[src/rtl/mc_ctrl_fsm.sv]
// Main control FSM of the multi-cycle RV32I core: sequences ALU, register file, IR and memory port.
// Optional macro MC_CTRL_ILLEGAL_TRAP_EN adds the illegal output and an absorbing TRAP state.
module mc_ctrl_fsm #(
   parameter logic [3:0] RESET_STATE = 4'd0
) (
   input  logic       clk,
   input  logic       rst_n,
   input  logic [6:0] op,
   input  logic       cond,
   input  logic       mem_rdy,
   output logic [1:0] alu_op,
   output logic [1:0] alu_src_a,
   output logic [1:0] alu_src_b,
   output logic [1:0] result_src,
   output logic       adr_src,
   output logic       ir_write,
   output logic       pc_write,
   output logic       reg_write,
   output logic       mem_write,
   output logic       instr_done,
`ifdef MC_CTRL_ILLEGAL_TRAP_EN
   output logic       illegal,
`endif
   output logic [3:0] state
);

   typedef enum logic [3:0] {
      FETCH    = 4'd0,
      DECODE   = 4'd1,
      MEMADR   = 4'd2,
      MEMREAD  = 4'd3,
      MEMWB    = 4'd4,
      MEMWRITE = 4'd5,
      EXECR    = 4'd6,
      EXECI    = 4'd7,
      ALUWB    = 4'd8,
      BRANCH   = 4'd9,
      JAL      = 4'd10,
      JALR     = 4'd11,
      TRAP     = 4'd15
   } state_t;

   state_t st, nxt;

   always_ff @(posedge clk or negedge rst_n) begin
      if (!rst_n) st <= state_t'(RESET_STATE);
      else        st <= nxt;
   end

   assign state = st;

   always_comb begin
      nxt        = st;
      alu_op     = 2'b00;
      alu_src_a  = 2'b00;
      alu_src_b  = 2'b00;
      result_src = 2'b00;
      adr_src    = 1'b0;
      ir_write   = 1'b0;
      pc_write   = 1'b0;
      reg_write  = 1'b0;
      mem_write  = 1'b0;
      instr_done = 1'b0;
`ifdef MC_CTRL_ILLEGAL_TRAP_EN
      illegal    = 1'b0;
`endif
      case (st)
         FETCH: begin
            alu_src_b  = 2'b10;
            result_src = 2'b10;
            ir_write   = mem_rdy;
            pc_write   = mem_rdy;
            if (mem_rdy) nxt = DECODE;
         end
         DECODE: begin
            alu_src_a = 2'b01;
            alu_src_b = 2'b01;
            case (op)
               7'b0000011, 7'b0100011: nxt = MEMADR;
               7'b0110011:             nxt = EXECR;
               7'b0010011:             nxt = EXECI;
               7'b1100011:             nxt = BRANCH;
               7'b1101111:             nxt = JAL;
               7'b1100111:             nxt = JALR;
`ifdef MC_CTRL_ILLEGAL_TRAP_EN
               default:                nxt = TRAP;
`else
               default:                nxt = FETCH;
`endif
            endcase
         end
         MEMADR: begin
            alu_src_a = 2'b10;
            alu_src_b = 2'b01;
            nxt       = op[5] ? MEMWRITE : MEMREAD;
         end
         MEMREAD: begin
            adr_src = 1'b1;
            if (mem_rdy) nxt = MEMWB;
         end
         MEMWB: begin
            result_src = 2'b01;
            reg_write  = 1'b1;
            instr_done = 1'b1;
            nxt        = FETCH;
         end
         MEMWRITE: begin
            adr_src    = 1'b1;
            mem_write  = 1'b1;
            instr_done = mem_rdy;
            if (mem_rdy) nxt = FETCH;
         end
         EXECR: begin
            alu_src_a = 2'b10;
            alu_op    = 2'b10;
            nxt       = ALUWB;
         end
         EXECI: begin
            alu_src_a = 2'b10;
            alu_src_b = 2'b01;
            alu_op    = 2'b10;
            nxt       = ALUWB;
         end
         ALUWB: begin
            reg_write  = 1'b1;
            instr_done = 1'b1;
            nxt        = FETCH;
         end
         BRANCH: begin
            alu_src_a  = 2'b10;
            alu_op     = 2'b01;
            pc_write   = cond;
            instr_done = 1'b1;
            nxt        = FETCH;
         end
         JALR: begin
            alu_src_a = 2'b10;
            alu_src_b = 2'b01;
            nxt       = JAL;
         end
         JAL: begin
            alu_src_a = 2'b01;
            alu_src_b = 2'b10;
            pc_write  = 1'b1;
            nxt       = ALUWB;
         end
`ifdef MC_CTRL_ILLEGAL_TRAP_EN
         TRAP: begin
            illegal = 1'b1;
            nxt     = TRAP;
         end
`endif
         default: nxt = FETCH;
      endcase

      // Reset overrides the state decode so no strobe escapes while rst_n is low.
      if (!rst_n) begin
         alu_op     = 2'b00;
         alu_src_a  = 2'b00;
         alu_src_b  = 2'b10;
         result_src = 2'b10;
         adr_src    = 1'b0;
         ir_write   = 1'b0;
         pc_write   = 1'b0;
         reg_write  = 1'b0;
         mem_write  = 1'b0;
         instr_done = 1'b0;
`ifdef MC_CTRL_ILLEGAL_TRAP_EN
         illegal    = 1'b0;
`endif
      end
   end

endmodule

[config.mk]
export PLATFORM = sky130hd
export DESIGN_NAME = mc_ctrl_fsm
export DESIGN_NICKNAME = d
export VERILOG_FILES = /design/src/rtl/mc_ctrl_fsm.sv
export SDC_FILE = /design/constraint.sdc
export NUM_CORES = 1
export LEC_CHECK = 0
export ABC_CLOCK_PERIOD_IN_PS = 1900
export CAP_MARGIN = 20
export CORE_MARGIN = 2
export CORE_UTILIZATION = 38
export CTS_CLUSTER_SIZE = 8
export DETAILED_ROUTE_END_ITERATION = 16
export GPL_TIMING_DRIVEN = 0
export PLACE_DENSITY = 0.78
export REMOVE_ABC_BUFFERS = 1
export SLEW_MARGIN = 40
export SYNTH_ARGS = -nofsm -noshare
export SYNTH_HDL_FRONTEND = slang
export SYNTH_SLANG_ARGS = --single-unit
[constraint.sdc]
create_clock -name clk -period 1.9 [get_ports clk]
set_clock_uncertainty 0.05 [all_clocks]
set_input_delay 0.19 -clock clk [delete_from_list [all_inputs] [get_ports clk]]
set_output_delay 0.19 -clock clk [all_outputs]
set_load 0.02 [all_outputs]
==> flow_metrics.tcl <==
set metrics [dict create \
    routedWlPerCell_microns 14.2 \
    setup_ws_ps -140 \
    ys_warn_count 0 \
    clk_pin_slew_worst_paths_ps 40 \
    wl_met3_microns 167 \
    critical_path_peak_fanout 12 \
    cts_num_sinks 4 \
    min-delay-start "state[0]" \
    status "finished with violations" \
    preCtsSetupSlack_ps -312 \
    timing.final.setup_violations 1 \
    finalWirelength_microns 1900 \
    met2_length_microns 891 \
    netlist_instances 82 \
    dieHeight_microns 42.2 \
    top_layer "met4" \
    drt_iter0_drc 28 \
    fin_worst_hold_slack_ps 605 \
    coreArea_sq_um 1330 \
    syn-cell-area_sq_um 553 \
    postPlaceCellArea_sq_um 830 \
    worst_setup_sp_type "flop" \
    effective_utilization_at_floorplan_pct 41.5 \
    max_slew.worst_pin.slew_ps 428 \
    postRouteAntennaNets 0 \
    global_route.overflow_total 0 \
    power.leakage_nw 0.461 \
    failing_checks "setup timing" \
    top_flip_flop_cell_by_instance_count_after_synthesis "dfrtp_1" \
    synth.lib_cells_used.distinct 32 \
    most_repeated_cell_in_the_gate_level_netlist_after_synthesis "nand2_1" \
    hold_path_class "flop to flop" \
    final.period_utilization_pct 107 \
    io_buffers 28 \
    crit_path_end_kind "primary output" \
    avg_synthesized_cell_area_sq_um 6.74 \
    tritoncts "yes" \
    r2r-start "state[3]" \
    clock_insertion_delay_worst_skew_ps 240 \
    worstPathRequired_ps 1660 \
    finalWeightedCongestion 0.793 \
    timing.hold.worst_path_depth 2 \
    synth_top_cell_area_share_pct 18.1 \
    final.setup.tns_ps -140 \
    timing_worst_setup_path_type "flop to primary output" \
    post-place-cells 119 \
    final_hold_viol_count 0 \
    proportion_of_layout_cells_with_a_drive_suffix_above_1_pct 21.0 \
    max_cap_violations 0 \
    synthTopCellsByCount "9 x nand2_1, 8 x nor2_1, 7 x a21oi_1" \
    hpwlAfterDp_microns 1080 \
    timing.reg2reg.worst_path_depth 4 \
    antenna_found_initial 0 \
    largest_register_ff_count 4 \
    asyncSetResetFlopFracSynth_pct 100 \
    worst-endpoint-arrival_ps 1800 \
    first_global_vias 630 \
    yosys.area.top_type "dfrtp_1" \
    ys_top_cells_by_area "dfrtp_1 18%, nand2b_1 6.8%, a21oi_1 6.3%" \
    core.rowCount 13 \
    synth_edf_count 0 \
    critical_path.slowest_cell "dfrtp_2" \
    worst_ir_drop_vdd_mv 0.575 \
    routedLengthMet1_microns 810 \
    timing.max_slew.rel_slack_pct 71.3 \
    grt_util_all_layers_pct 19.4 \
    cells_along_the_critical_path "buf_4 > nor2b_1 > a21oi_1 > nor3b_1 > dlygate4sd2_1" \
    synth_sequential_area_ratio_pct 18.1 \
    yosys_register_bits 4 \
    die_width_microns 42.2 \
    cts_buffers 3 \
    final_cell_area_sq_um 956 \
    drtPass1Iterations 4 \
    grt_max_degree 20 \
    powerDensity_nw_per_um2 1210 \
    die_area_sq_um 1780 \
    regToRegEndpoint "state[0]" \
    clock_tree.buffer_depth 2 \
    hold_critical_path_endpoint "state[0]" \
    final_cells 134 \
    timing.reg2reg.setup_slack_ps 180 \
    max_stage_delay_ps 500 \
    cts_root_buf "clkbuf_4" \
    fmax_mhz 490 \
    finalMaxSlewViolations 0 \
    area.growth.synth_to_final_pct 72.9 \
    vias 770 \
    cts_max_level 1 \
    num_antenna_cells 0 \
    rsz0062_at_grt "true" \
    final_net_count 132 \
    vias_per_cell 5.75 \
    timing.final.crit_period_ps 2040 \
    io_pins 29 \
    drc 0 \
    grt_first_pass_wirelength_microns 2750 \
]
==> what timing repair did <==
| item | in CTS | in global routing |
|---|---|---|
| gates cloned | 0 | 0 |
| endpoints found under the setup margin | 14 | 6 |
| endpoints found under the hold margin | 4 | 0 |
| gates resized for setup | 22 | 8 |
| hold buffers | 1 | 0 |
| buffers inserted | 8 | 3 |
==> through the flow <==
step	total power [W]	utilization [%]
6_report	0.00116	71.7
3_5_place_dp	0.000926	62.2
5_1_grt	0.00123	71.7
2_1_floorplan	0.000645	-
4_1_cts	0.00108	69.2
3_3_place_gp	0.000920	62.2
==> area by class of cell <==
cell class | count | area, sq um
Multi-Input combinational cell | 70 | 443
Timing Repair Buffer | 40 | 359
Inverter | 2 | 7.51
Sequential cell | 4 | 105
Clock buffer | 3 | 22.5
Tap cell | 15 | 18.8
Fill cell | 114 | 378
==> logic make-up (layout without fill, tap and decap cells) <==
family | after synthesis | in the layout | synth area share (%)
AND/OR/NAND/NOR | 46 | 46 | 44.8
AO/OA/AOI/OAI | 19 | 19 | 23.3
buffers and inverters | 8 | 45 | 5.43
flip-flops | 4 | 4 | 18.1
XOR/XNOR | 3 | 3 | 4.75
multiplexers | 2 | 2 | 3.62
==> how the worst max path moves through the flow <==
stage                        end     start  slack, ps  cells after the start
detailed placement  alu_src_b[0]  state[0]       -310                      4
CTS                 alu_src_b[0]  state[3]       -230                      4
finish                instr_done  state[2]       -140                      5
global route          instr_done  state[2]       -170                      5
global placement    alu_src_b[0]  state[0]       -320                      4
floorplan           alu_src_b[1]  state[3]         60                      2
==> worst max-delay path: cells and delay by family, from the launching register on <==
family / cells / cell delay (ps)
buffers and inverters: 2 / 560
AO/OA/AOI/OAI: 1 / 70
AND/OR/NAND/NOR: 2 / 420
flip-flops: 1 / 500
==> power by group <==
part	internal [W]	switching [W]
clock network	0.0000708	0.0000369
logic	0.000389	0.000462
registers	0.000117	0.0000835
total	0.000577	0.000582
==> cell usage in the layout, fill, tap and decap left out, types with 2 or more instances in the layout <==
| master | count |
|---|---|
| clkdlybuf4s50_1 | 13 |
| buf_4 | 11 |
| dlygate4sd2_1 | 10 |
| nand2_1 | 9 |
| nor2_1 | 8 |
| a21oi_1 | 7 |
| nand2b_1 | 6 |
| and3_1 | 4 |
| dfrtp_2 | 4 |
| nand3_1 | 3 |
| nor2b_1 | 3 |
| o21ai_1 | 3 |
| clkbuf_4 | 3 |
| nor2b_4 | 2 |
| inv_2 | 2 |
| or3_1 | 2 |
| xnor2_1 | 2 |
| o41ai_1 | 2 |
| mux2i_1 | 2 |
| nor3_1 | 2 |
| dlymetal6s2s_1 | 2 |
==> layer usage <==
layer / track usage, % / vias to the layer above
li1: - / 370
met1: 25.7 / 340
met2: 32.8 / 56
met3: 1.29 / 4
met4: 7.50 / 0
met5: 0 / -
(Power assumes the default switching activity.)
